### src/rtl/pulse_train_gen.sv
// Programmable pulse-train generator: emits i_count pulses of high_len active cycles
// followed by low_len idle cycles, with start/abort control and edge/completion strobes.
module pulse_train_gen #(
    parameter int unsigned WIDTH      = 8,
    parameter bit          IDLE_LEVEL = 1'b0
) (
    input  logic             i_clk,
    input  logic             i_rst_n,
    input  logic             i_start,
    input  logic             i_abort,
    input  logic [WIDTH-1:0] i_high_len,
    input  logic [WIDTH-1:0] i_low_len,
    input  logic [WIDTH-1:0] i_count,
    output logic             o_out,
    output logic             o_busy,
    output logic             o_done,
    output logic             o_rise,
    output logic             o_fall
);

    typedef enum logic [1:0] {
        S_IDLE = 2'd0,
        S_HIGH = 2'd1,
        S_LOW  = 2'd2
    } state_t;

    localparam logic             ACTIVE_LEVEL = ~IDLE_LEVEL;
    localparam logic [WIDTH-1:0] ONE          = WIDTH'(1);

    state_t           r_state;
    state_t           w_state_next;

    logic [WIDTH-1:0] r_high_len,  w_high_len_next;
    logic [WIDTH-1:0] r_low_len,   w_low_len_next;
    logic [WIDTH-1:0] r_count,     w_count_next;
    logic [WIDTH-1:0] r_phase_cnt, w_phase_cnt_next;
    logic [WIDTH-1:0] r_pulse_cnt, w_pulse_cnt_next;

    logic r_out,  w_out_next;
    logic r_busy, w_busy_next;
    logic r_done, w_done_next;
    logic r_rise, w_rise_next;
    logic r_fall, w_fall_next;

    logic w_count_zero;
    logic w_high_end;
    logic w_low_end;
    logic w_last_pulse;

    // A zero length still occupies one cycle so every phase is observable.
    function automatic logic [WIDTH-1:0] min_one(input logic [WIDTH-1:0] len);
        return (len == '0) ? ONE : len;
    endfunction

    // Phase counter holds the 1-based cycle number within the current phase,
    // pulse counter the 1-based index of the current pulse; neither can wrap.
    assign w_count_zero = (i_count == '0);
    assign w_high_end   = (r_phase_cnt == r_high_len);
    assign w_low_end    = (r_phase_cnt == r_low_len);
    assign w_last_pulse = (r_pulse_cnt == r_count);

    always_ff @(posedge i_clk or negedge i_rst_n) begin
        if (!i_rst_n) begin
            r_state     <= S_IDLE;
            r_high_len  <= '0;
            r_low_len   <= '0;
            r_count     <= '0;
            r_phase_cnt <= '0;
            r_pulse_cnt <= '0;
            r_out       <= IDLE_LEVEL;
            r_busy      <= 1'b0;
            r_done      <= 1'b0;
            r_rise      <= 1'b0;
            r_fall      <= 1'b0;
        end else begin
            r_state     <= w_state_next;
            r_high_len  <= w_high_len_next;
            r_low_len   <= w_low_len_next;
            r_count     <= w_count_next;
            r_phase_cnt <= w_phase_cnt_next;
            r_pulse_cnt <= w_pulse_cnt_next;
            r_out       <= w_out_next;
            r_busy      <= w_busy_next;
            r_done      <= w_done_next;
            r_rise      <= w_rise_next;
            r_fall      <= w_fall_next;
        end
    end

    always_comb begin
        w_state_next = r_state;
        case (r_state)
            S_IDLE: begin
                if (i_start && !w_count_zero) begin
                    w_state_next = S_HIGH;
                end
            end
            S_HIGH: begin
                if (i_abort) begin
                    w_state_next = S_IDLE;
                end else if (w_high_end) begin
                    w_state_next = S_LOW;
                end
            end
            S_LOW: begin
                if (i_abort) begin
                    w_state_next = S_IDLE;
                end else if (w_low_end) begin
                    w_state_next = w_last_pulse ? S_IDLE : S_HIGH;
                end
            end
            default: w_state_next = S_IDLE;
        endcase
    end

    // Computes the next value of every registered output and counter, so the
    // ports themselves come straight from flops.
    always_comb begin
        w_high_len_next  = r_high_len;
        w_low_len_next   = r_low_len;
        w_count_next     = r_count;
        w_phase_cnt_next = r_phase_cnt;
        w_pulse_cnt_next = r_pulse_cnt;
        w_out_next       = r_out;
        w_busy_next      = r_busy;
        w_done_next      = 1'b0;
        w_rise_next      = 1'b0;
        w_fall_next      = 1'b0;

        case (r_state)
            S_IDLE: begin
                w_out_next  = IDLE_LEVEL;
                w_busy_next = 1'b0;
                if (i_start) begin
                    w_high_len_next = min_one(i_high_len);
                    w_low_len_next  = min_one(i_low_len);
                    w_count_next    = i_count;
                    if (w_count_zero) begin
                        w_done_next = 1'b1;
                    end else begin
                        w_phase_cnt_next = ONE;
                        w_pulse_cnt_next = ONE;
                        w_out_next       = ACTIVE_LEVEL;
                        w_busy_next      = 1'b1;
                        w_rise_next      = 1'b1;
                    end
                end
            end
            S_HIGH: begin
                if (i_abort) begin
                    w_phase_cnt_next = '0;
                    w_pulse_cnt_next = '0;
                    w_out_next       = IDLE_LEVEL;
                    w_busy_next      = 1'b0;
                    w_fall_next      = 1'b1;
                end else if (w_high_end) begin
                    w_phase_cnt_next = ONE;
                    w_out_next       = IDLE_LEVEL;
                    w_fall_next      = 1'b1;
                end else begin
                    w_phase_cnt_next = r_phase_cnt + ONE;
                end
            end
            S_LOW: begin
                if (i_abort) begin
                    w_phase_cnt_next = '0;
                    w_pulse_cnt_next = '0;
                    w_out_next       = IDLE_LEVEL;
                    w_busy_next      = 1'b0;
                end else if (w_low_end) begin
                    if (w_last_pulse) begin
                        w_phase_cnt_next = '0;
                        w_pulse_cnt_next = '0;
                        w_busy_next      = 1'b0;
                        w_done_next      = 1'b1;
                    end else begin
                        w_phase_cnt_next = ONE;
                        w_pulse_cnt_next = r_pulse_cnt + ONE;
                        w_out_next       = ACTIVE_LEVEL;
                        w_rise_next      = 1'b1;
                    end
                end else begin
                    w_phase_cnt_next = r_phase_cnt + ONE;
                end
            end
            default: begin
                w_out_next  = IDLE_LEVEL;
                w_busy_next = 1'b0;
            end
        endcase
    end

    assign o_out  = r_out;
    assign o_busy = r_busy;
    assign o_done = r_done;
    assign o_rise = r_rise;
    assign o_fall = r_fall;

endmodule

### config.mk
export PLATFORM = sky130hd
export DESIGN_NAME = pulse_train_gen
export DESIGN_NICKNAME = d
export VERILOG_FILES = /design/src/rtl/pulse_train_gen.sv
export SDC_FILE = /design/constraint.sdc
export NUM_CORES = 1
export LEC_CHECK = 0
export CORE_MARGIN = 2
export CORE_UTILIZATION = 32
export CTS_CLUSTER_SIZE = 10
export DETAILED_ROUTE_END_ITERATION = 12
export PLACE_DENSITY = 0.49
export RECOVER_POWER = 100
export SYNTH_ARGS = -nofsm -noshare
export SYNTH_HDL_FRONTEND = slang
export SYNTH_SLANG_ARGS = --single-unit
export TNS_END_PERCENT = 50
### constraint.sdc
create_clock -name i_clk -period 2.4 [get_ports i_clk]
set_input_delay 0.6 -clock i_clk [delete_from_list [all_inputs] [get_ports i_clk]]
set_output_delay 0.6 -clock i_clk [all_outputs]
set_load 0.01 [all_outputs]
==> impl_metrics.yaml <==
worst_setup_path:
  end_kind: "flop"
  required_ns: 2.59
  criticalPathCategory: "primary input to flop"
  r2r-end: "r_phase_cnt[5]$_DFFE_PN0P_"
  regToRegStartpoint: "r_phase_cnt[4]$_DFFE_PN0P_"
  r2r_cells: 6
  path_max_fanout: 7
  critical_path.cell_chain: "clkdlybuf4s50_1 > nor4_1 > a21bo_2 > buf_4 > a21oi_1 > clkbuf_2 > nor2_1 > a41oi_1"
  cp_top_family: "buffers and inverters"
  slowest_stage: "clkdlybuf4s50_1"
  max_stage_delay_ns: 0.49
  cp_num_cells: 8
  startpoint_type: "primary input"
  r2r_setup_slack_ns: 0.23
  worstPathArrival_ns: 2.46
  crit_buf_inv: 3
min_path:
  hold_depth: 2
  min_from: "o_busy$_DFFE_PN0P_"
  min_path_type: "flop to flop"
  hold_end: "o_busy$_DFFE_PN0P_"
logic_synthesis:
  async_flop_share_pct: 100
  syn_area_per_cell_um2: 11.1
  yosys_most_used_dff: "dfrtp_1"
  syn-cell-area_um2: 2530
  yosys.area.top_type: "dfrtp_1"
  synth_cells: 229
  syn-num-nets: 263
  netlist.area_leader.share_pct: 46.4
  ys_top_cells_by_area: "dfrtp_1, mux2_2, xor2_1"
  ys_ff_latch: 47
  yosysUniqueCellTypes: 41
  yosysWarnings: 0
  synth-seq-area-share_pct: 46.4
  synth-edff-count: 0
cts:
  h-tree-depth: 2
  clkSinkCount: 47
  cts_root_buffer: "clkbuf_8"
  cts_tree: "yes"
  post_cts_buffers: 0
  clock_latency_ns: 0.30
  cts_buffers: 5
  cts_resized: 0
  hold_buffers: 0
  clk_pin_slew_ns: 0.09
  cts_buffer_depth: 2
timing:
  timing.fmax_mhz: 441
  tns_ns: 0
  post-route-period-util_pct: 94.4
  fin_crit_ns: 2.27
  setup_ws_ns: 0.135
  clock_skew_ns: 0.00966
  rsz0062_at_grt: "no"
  tightestPinTransition_ns: 1.16
  maxSlewHeadroom_pct: 22.9
  setup_viol: 0
  drv_slew: 0
  hold_viol: 0
routing:
  dr.pass1.iters: 4
  routed_wl_um: 5870
  antenna_left: 0
  vias: 1945
  vias_per_cell: 5.04
  wire_per_inst_um: 15.2
  drtIter0Drc: 90
  drc_errors: 0
status:
  status: "completed"
floorplan:
  rows: 32
  coreArea_um2: 7690
  die_x_um: 93.0
  start_util_pct: 32.9
  die_h_um: 93.0
  ios: 33
  dieArea_um2: 8640
finish:
  layout_common_cells: "dfrtp_1, clkdlybuf4s50_1, mux2_2, a21oi_1, buf_4"
  final_nets: 317
  n_antenna_cell: 0
  synthToLayoutAreaGrowth_pct: 25.5
  stdcell_count: 386
  final_cell_area_um2: 3180
  mostFrequentLayoutCell: "dfrtp_1"
  drive_gt1_share_pct: 19.4
place:
  post-dp-hpwl_um: 4480
  placed_cell_area_um2: 3120
  place.gp.congestion: 0.766
  io_buffers: 32
  pre_cts_slack_ns: -0.249
  placed_cells: 378
power_and_ir_drop:
  p_total_mw: 3.13
  p_per_area_nw_per_um2: 984
  ir_worst_vdd_uv: 341
  p_leak_nw: 1.31
run:
  maxCapViolCount: 0
global_route:
  grt_use_total_pct: 14.8
  grt_max_degree: 48
  grt_pass1_wl_um: 10000
  antenna_found_initial: 0
  gr-total-overflow: 0
  grt_pass1_vias: 1954
-- cells in the mapped netlist, types with 2 or more instances --
library cell / number
xnor2_1: 12
o21a_1: 2
nor2_1: 4
ha_1: 6
a211oi_1: 3
nor3_1: 3
mux2_2: 23
a31oi_1: 2
nor4_2: 2
mux2i_1: 2
buf_6: 2
nand2b_1: 2
a21oi_1: 17
clkbuf_1: 6
nand3_1: 4
nand2_1: 12
xor2_1: 16
a22oi_1: 2
buf_2: 2
a21o_1: 3
nand4_1: 7
or4_1: 7
nor4_1: 6
inv_1: 4
dfrtp_1: 47
and3_1: 2
o31ai_1: 9
a22o_1: 2
o21ai_0: 8
-- where the power goes --
part / switching [mW] / leakage, nW / internal [mW] / total, mW
combinational: 0.689 / 0.683 / 0.691 / 1.38
sequential: 0.209 / 0.589 / 1.07 / 1.28
clock: 0.263 / 0.0422 / 0.205 / 0.468
total: 1.16 / 1.31 / 1.97 / 3.13
-- flip-flops by register name, summed over array words and instances, names as in the netlist --
name	cells
o_busy	1
o_out	1
o_fall	1
r_low_len	8
r_state	2
r_high_len	8
o_done	1
r_count	8
r_pulse_cnt	8
r_phase_cnt	8
o_rise	1
-- how the worst max path moves through the flow --
stage | start | slack (ns) | to
after floorplan | i_count[1] | 0.48 | r_phase_cnt[5]$_DFFE_PN0P_
after global placement | i_count[1] | -0.17 | r_pulse_cnt[4]$_DFFE_PN0P_
after detailed placement | i_count[3] | -0.25 | r_pulse_cnt[4]$_DFFE_PN0P_
after CTS | i_count[3] | 0.05 | r_pulse_cnt[4]$_DFFE_PN0P_
after global routing | r_phase_cnt[4]$_DFFE_PN0P_ | 0.008 | r_phase_cnt[5]$_DFFE_PN0P_
final | i_count[3] | 0.13 | r_phase_cnt[0]$_DFFE_PN0P_
-- stage by stage --
stage	hold slack, ns	util (%)
after global routing	0.516	41.3
after global placement	0.486	40.6
after CTS	0.412	41.7
after detailed placement	0.487	40.6
after floorplan	0.304	-
final	0.504	41.3
-- metal layers --
layer,routed length [µm],up-vias,GRT usage (%)
met2,2750,41,23.7
li1,-,956,-
met1,2860,942,20.7
met5,0,-,0
met3,203,6,2.85
met4,55,0,3.31
-- kinds of logic after synthesis --
kind of cell | synth area share, %
simple gates | 12.4
buf+inv | 2.77
mux | 11.0
xor+xnor | 9.68
fa+ha+maj | 2.96
flops | 46.4
compound gates | 14.7
-- tightest hold or removal path, cell delays in order, from the launching register on --
cell	delay (ns)
dfrtp_1	0.35
o31ai_1	0.07
o41ai_1	0.05
-- layout make-up --
cell class                 count  area [µm²]
tap                          102         128
timing repair buffer          57         492
fill                         770        4510
clock buffer                   7        76.3
inverter                       4        15.0
multi-input combinational    168        1290
clock inverter                 1        5.00
sequential                    47        1180
(Power assumes the default switching activity.)
